## config.mk

```make
export PLATFORM = sky130hd
export DESIGN_NAME = note_scroller
export DESIGN_NICKNAME = d
export VERILOG_FILES = /design/src/rtl/guitar_pkg.sv /design/src/rtl/note_scroller_step_timer.sv /design/src/rtl/note_scroller.sv
export SDC_FILE = /design/constraint.sdc
export NUM_CORES = 1
export LEC_CHECK = 0
export ABC_AREA = 1
export BUFFER_PORTS_ARGS = -buffer_cell sky130_fd_sc_hd__buf_2
export CORE_UTILIZATION = 40
export CTS_CLUSTER_DIAMETER = 150
export CTS_CLUSTER_SIZE = 12
export DETAILED_ROUTE_END_ITERATION = 16
export GPL_ROUTABILITY_DRIVEN = 1
export SYNTH_ARGS = -nofsm -noshare
export SYNTH_HDL_FRONTEND = slang
export SYNTH_HIERARCHICAL = 1
export SYNTH_SLANG_ARGS = --single-unit
```

## constraint.sdc

```tcl
create_clock -name clk -period 5.4 [get_ports clk]
set_input_delay 1.62 -clock clk [delete_from_list [all_inputs] [get_ports clk]]
set_output_delay 1.62 -clock clk [all_outputs]
set_load 0.005 [all_outputs]
```

## src/rtl/guitar_pkg.sv

```systemverilog
// Shared types and constants for the note playback path: play states, system modes,
// and the per-row lookup used to build the scrolling lane windows.
package guitar_pkg;

   typedef enum logic [1:0] {
      IDLE      = 2'd0,
      COUNTDOWN = 2'd1,
      PLAY      = 2'd2,
      DONE      = 2'd3
   } play_state_t;

   localparam logic [2:0] MODE_EDIT = 3'd2;
   localparam logic [2:0] MODE_PLAY = 3'd3;
   localparam int         SONG_LEN  = 32;

   // Row k of a lane shows the note k steps after the current one; past bit 0 the row is empty.
   function automatic logic lane_row(input logic [31:0] pat, input logic [4:0] idx, input int k);
      logic [5:0] d;
      d = {1'b0, idx} - 6'(k);
      return d[5] ? 1'b0 : pat[d[4:0]];
   endfunction

endpackage

```

## src/rtl/note_scroller_step_timer.sv

```systemverilog
// Song tempo generator: counts clk cycles while enabled and emits a one-cycle
// step_pulse on the last cycle of every TICKS_PER_STEP-cycle step.
module step_timer #(
   parameter int TICKS_PER_STEP = 1_000_000
) (
   input  logic clk,
   input  logic nrst,
   input  logic clr,
   input  logic en,
   output logic step_pulse
);

   localparam int            TW = $clog2(TICKS_PER_STEP);
   localparam logic [TW-1:0] TC = TW'(TICKS_PER_STEP - 1);

   logic [TW-1:0] tick;

   assign step_pulse = en && !clr && (tick == TC);

   always_ff @(posedge clk or negedge nrst) begin
      if (!nrst) begin
         tick <= '0;
      end else if (clr) begin
         tick <= '0;
      end else if (en) begin
         tick <= (tick == TC) ? '0 : tick + 1'b1;
      end
   end

endmodule

```

## src/rtl/note_scroller.sv

```systemverilog
// Playback stage: snapshots two lane patterns, scrolls them at a fixed tempo and judges presses.
// Optional streak counter and score bonus are built when SCROLL_STREAK_EN is defined.
//
// state     | meaning
// IDLE      | not playing; windows blank; snapshot taken when play mode is seen
// COUNTDOWN | lead-in steps before the first judged step; presses ignored
// PLAY      | presses judged against step_idx; steps close on step_pulse
// DONE      | step 0 closed; outputs held until play mode is left
module note_scroller
   import guitar_pkg::*;
#(
   parameter int TICKS_PER_STEP  = 1_000_000,
   parameter int COUNTDOWN_STEPS = 4,
   parameter int WINDOW          = 8,
   parameter int SCORE_W         = 8
`ifdef SCROLL_STREAK_EN
   , parameter int STREAK_THRESH = 4
`endif
) (
   input  logic               clk,
   input  logic               nrst,
   input  logic [2:0]         mode,
   input  logic [31:0]        note1,
   input  logic [31:0]        note2,
   input  logic [1:0]         press,
   output logic [WINDOW-1:0]  lane1_win,
   output logic [WINDOW-1:0]  lane2_win,
   output logic [4:0]         step_idx,
   output logic [1:0]         state_o,
   output logic [SCORE_W-1:0] score,
   output logic [1:0]         hit_pulse,
   output logic [1:0]         miss_pulse,
   output logic               done
`ifdef SCROLL_STREAK_EN
   , output logic [4:0]       streak
`endif
);

   localparam logic [1:0] ST_IDLE      = IDLE;
   localparam logic [1:0] ST_COUNTDOWN = COUNTDOWN;
   localparam logic [1:0] ST_PLAY      = PLAY;
   localparam logic [1:0] ST_DONE      = DONE;

   localparam int CD_W = (COUNTDOWN_STEPS > 1) ? $clog2(COUNTDOWN_STEPS) : 1;

   logic [1:0]         state;
   logic [31:0]        sh1, sh2;
   logic [4:0]         step_q;
   logic [1:0]         hit_flag;
   logic [CD_W-1:0]    cd_left;
   logic               play_en, judge, step_pulse;
   logic [1:0]         open_note, hit_now, miss_now, n_hits;
   logic [2:0]         inc;
   logic [SCORE_W:0]   score_sum;
   logic [SCORE_W-1:0] score_next;

   assign play_en = (mode == MODE_PLAY);

   step_timer #(.TICKS_PER_STEP(TICKS_PER_STEP)) u_step_timer (
      .clk        (clk),
      .nrst       (nrst),
      .clr        (!play_en || (state == ST_IDLE)),
      .en         ((state == ST_COUNTDOWN) || (state == ST_PLAY)),
      .step_pulse (step_pulse)
   );

   // A press coincident with step_pulse is judged first, so a hit there cancels the close miss.
   assign judge     = play_en && (state == ST_PLAY);
   assign open_note = {sh2[step_q], sh1[step_q]} & ~hit_flag;
   assign hit_now   = judge ? (press & open_note) : 2'b00;
   assign miss_now  = judge ? ((press & ~open_note) | ({2{step_pulse}} & open_note & ~press)) : 2'b00;
   assign n_hits    = {1'b0, hit_now[0]} + {1'b0, hit_now[1]};

`ifdef SCROLL_STREAK_EN
   logic [4:0] streak_q;
   logic [5:0] streak_sum;
   logic       bonus;

   assign bonus      = (32'(streak_q) >= STREAK_THRESH);
   assign inc        = bonus ? {n_hits, 1'b0} : {1'b0, n_hits};
   assign streak_sum = {1'b0, streak_q} + {4'b0, n_hits};
   assign streak     = streak_q;

   always_ff @(posedge clk or negedge nrst) begin
      if (!nrst) begin
         streak_q <= '0;
      end else if ((play_en && (state == ST_IDLE)) || (|miss_now)) begin
         streak_q <= '0;
      end else if (|hit_now) begin
         streak_q <= streak_sum[5] ? 5'd31 : streak_sum[4:0];
      end
   end
`else
   assign inc = {1'b0, n_hits};
`endif

   assign score_sum  = {1'b0, score} + (SCORE_W+1)'(inc);
   assign score_next = score_sum[SCORE_W] ? '1 : score_sum[SCORE_W-1:0];

   always_ff @(posedge clk or negedge nrst) begin
      if (!nrst) begin
         state      <= ST_IDLE;
         sh1        <= '0;
         sh2        <= '0;
         step_q     <= 5'(SONG_LEN - 1);
         hit_flag   <= '0;
         cd_left    <= '0;
         score      <= '0;
         hit_pulse  <= '0;
         miss_pulse <= '0;
      end else begin
         hit_pulse  <= hit_now;
         miss_pulse <= miss_now;
         if (!play_en) begin
            state <= ST_IDLE;
         end else begin
            case (state)
               ST_IDLE: begin
                  sh1      <= note1;
                  sh2      <= note2;
                  score    <= '0;
                  hit_flag <= '0;
                  step_q   <= 5'(SONG_LEN - 1);
                  cd_left  <= CD_W'(COUNTDOWN_STEPS - 1);
                  state    <= ST_COUNTDOWN;
               end
               ST_COUNTDOWN: begin
                  if (step_pulse) begin
                     if (cd_left == '0) state <= ST_PLAY;
                     else               cd_left <= cd_left - 1'b1;
                  end
               end
               ST_PLAY: begin
                  score <= score_next;
                  if (step_pulse) begin
                     hit_flag <= '0;
                     if (step_q == 5'd0) state  <= ST_DONE;
                     else                step_q <= step_q - 1'b1;
                  end else begin
                     hit_flag <= hit_flag | hit_now;
                  end
               end
               ST_DONE: ;
               default: state <= ST_IDLE;
            endcase
         end
      end
   end

   for (genvar k = 0; k < WINDOW; k++) begin : g_row
      assign lane1_win[k] = (state != ST_IDLE) && lane_row(sh1, step_q, k);
      assign lane2_win[k] = (state != ST_IDLE) && lane_row(sh2, step_q, k);
   end

   assign step_idx = step_q;
   assign state_o  = state;
   assign done     = (state == ST_DONE);

endmodule

```

==> impl_metrics.ini <==
[grt]
grt_pass1_wl_um = 39100
antenna_found_initial = 0
grt_max_degree = 67
grt_overflow_total = 0
grt_pass1_vias = 7607
grt_use_total = 0.230

[placement]
dp_slack_ns = 1.05
routabilityCongestion = 0.948
hpwl_um = 17700
io_buffers = 106

[drt]
avgViaCountPerCell = 5.12
first_pass_iters = 5
vias = 8244
drt_first_iter_violations = 654
drcViolationCount = 0
wire_per_inst_um = 14.7
wl_um = 23600
ant_nets = 0

[synth]
synth_compound_area_frac = 0.128
ys_seq_area_frac = 0.325
synth_ff_type = dfrtp_1
ys_seq_elements = 107
yosys-top-cells-area = dfrtp_1, nand2_1, nand3_1
synth_adder_area_share = 0.0312
synth_common_cells = nand2_1, nand3_1, dfrtp_1, inv_1, o21ai_0
synthXorXnorAreaFrac = 0.0244
synthCells = 1264
synth.mux.area_fraction = 0.00121
avgSynthCellArea_um2 = 6.53
synth_top_area_cell = dfrtp_1
synth_edf_count = 0
synthSimpleGateAreaFrac = 0.405
synth-async-reset-ratio = 1.00
synth_top_family_by_area = simple AND/OR/NAND/NOR gates
synth_top_area_frac = 0.309
synth.distinct_cells = 58
syn_nets = 1355
yosysWarnings = 6
synth_area_um2 = 8250
yosysMostFrequentCell = nand2_1

[timing]
rsz0062_at_grt = false
final-hold-violation-count = 0
timing.final.crit_share = 0.844
drv_slew = 0
min_period_ns = 4.56
fin_ws_ns = 0.842
tns_ns = 0
fmax_ghz = 0.219
fin_skew_ns = 0.0157
tightest_slew_ns = 1.03
slew_headroom = 0.315
setup_viol = 0

[power]
irDropWorstVdd_uv = 135
power.leakage_nw = 4.65
cellPowerDensity_nw_per_um2 = 232

[cells_and_area]
fin_util = 0.452
antennaDiodeCount = 0
drive_above_1_share = 0.149
fin_nets = 1426
area_growth_pct = 10.9

[cts]
ctsResizeCount = 0
cts-root-buf = clkbuf_16
cts_sinks = 107
cts_tree = yes
holdBufCountCts = 0
cts_buffer_depth = 2
path_clk_slew_ns = 0.07
cts_made_buffers = 9
clk_latency_ns = 0.37
h-tree-depth = 3
cts_setup_buffers = 0

[setup_path]
cpMostUsedCell = nand2_1
crit_required_ns = 3.78
crit_family = buffers and inverters
arrival_ns = 2.94
crit_path_start_kind = register
crit_slowest_cell = ha_1
cp_max_fo = 39
path_cells = inv_4, ha_1, inv_1, nand2_1, nand3_1, nand2_1, a21oi_1, a211oi_1, buf_2
end_kind = output pin
crit_type = reg2out
slowest_delay_ns = 0.66
cp_num_buf_inv = 3

[floorplan]
core_region_area_um2 = 20200
initial_core_util = 0.408
fp.dieH_um = 146
rows = 52
dieArea_um2 = 21200
io_pins = 107
chipWidth_um = 146

[outcome]
status = completed

[worst_hold_path]
hold_path_class = reg2reg

[job]
drv_cap = 0
[logic make-up (layout without fill, tap and decap cells)]
kind of cell             Yosys count  in the layout
AO/OA/AOI/OAI                    179            179
adder cells (fa/ha/maj)           20             20
AND/OR/NAND/NOR                  795            795
flip-flops                       107            107
multiplexers                       1              1
buffers and inverters            145            221
XOR/XNOR                          17             17
[sequential cells by signal, summed over array words and instances, names as in the netlist]
register	flops
hit_pulse	2
state_o	2
sh2	32
cd_left	2
u_step_timer/tick	20
hit_flag	2
step_idx	5
sh1	32
score	8
miss_pulse	2
[per-stage QoR]
step	instance area [um2]	total power, mW	std cells	hold WS (ns)
4_1_cts	9150	2.14	1610	0.502
5_1_grt	9150	2.25	1610	0.529
6_report	9150	2.12	1610	0.497
2_1_floorplan	8250	1.28	1264	0.456
3_5_place_dp	8850	1.45	1594	0.481
3_3_place_gp	8850	1.44	1594	0.479
[routing by layer]
layer	up-vias	wire length, um	global-route usage
met5	-	0	0
met4	0	482	0.0679
met3	28	1200	0.0329
met2	220	10300	0.353
met1	3800	11600	0.335
li1	4196	-	-
[layout make-up]
type	instances	area, um2
Timing Repair Buffer	119	631
Sequential cell	107	2680
Clock buffer	10	239
Clock inverter	6	62.6
Multi-Input combinational cell	1012	4870
Tap cell	270	338
Inverter	86	328
Fill cell	2170	11100
[worst paths after layout]
| kind | startpoint | end | slack [ns] | cells after the start |
|---|---|---|---|---|
| max | step_idx[1] | lane1_win[2] | 0.84 | 9 |
| min | sh2[1] | sh2[1] | 0.50 | 2 |
| max reg2reg | step_idx[0] | score[0] | 1.65 | 22 |
| min reg2reg | sh2[1] | sh2[1] | 0.50 | 2 |
| max in group asynchronous | nrst | sh1[12] | 3.20 | 2 |
| min in group asynchronous | nrst | miss_pulse[0] | 1.21 | 1 |
[cell usage in the layout, fill, tap and decap left out, types with 14 or more instances in the layout]
master   instances
a21oi_1         50
o21ai_1         24
inv_1           77
nor2_1          48
buf_4           14
nand3_1        124
buf_2          105
nand2_1        570
o21ai_0         56
ha_1            19
dfrtp_1        102
[tightest hold or removal path: cells and delay by family, from the launching register on]
kind,cells,cell delay (ns)
simple gates,2,0.10
flops,1,0.37
[power by group]
part | internal, mW | total, mW | switching [mW]
Sequential | 0.891 | 0.974 | 0.0825
Combinational | 0.169 | 0.464 | 0.295
Clock | 0.373 | 0.682 | 0.309
Total | 1.43 | 2.12 | 0.686
Note: power is estimated with default switching activity, not from simulation.
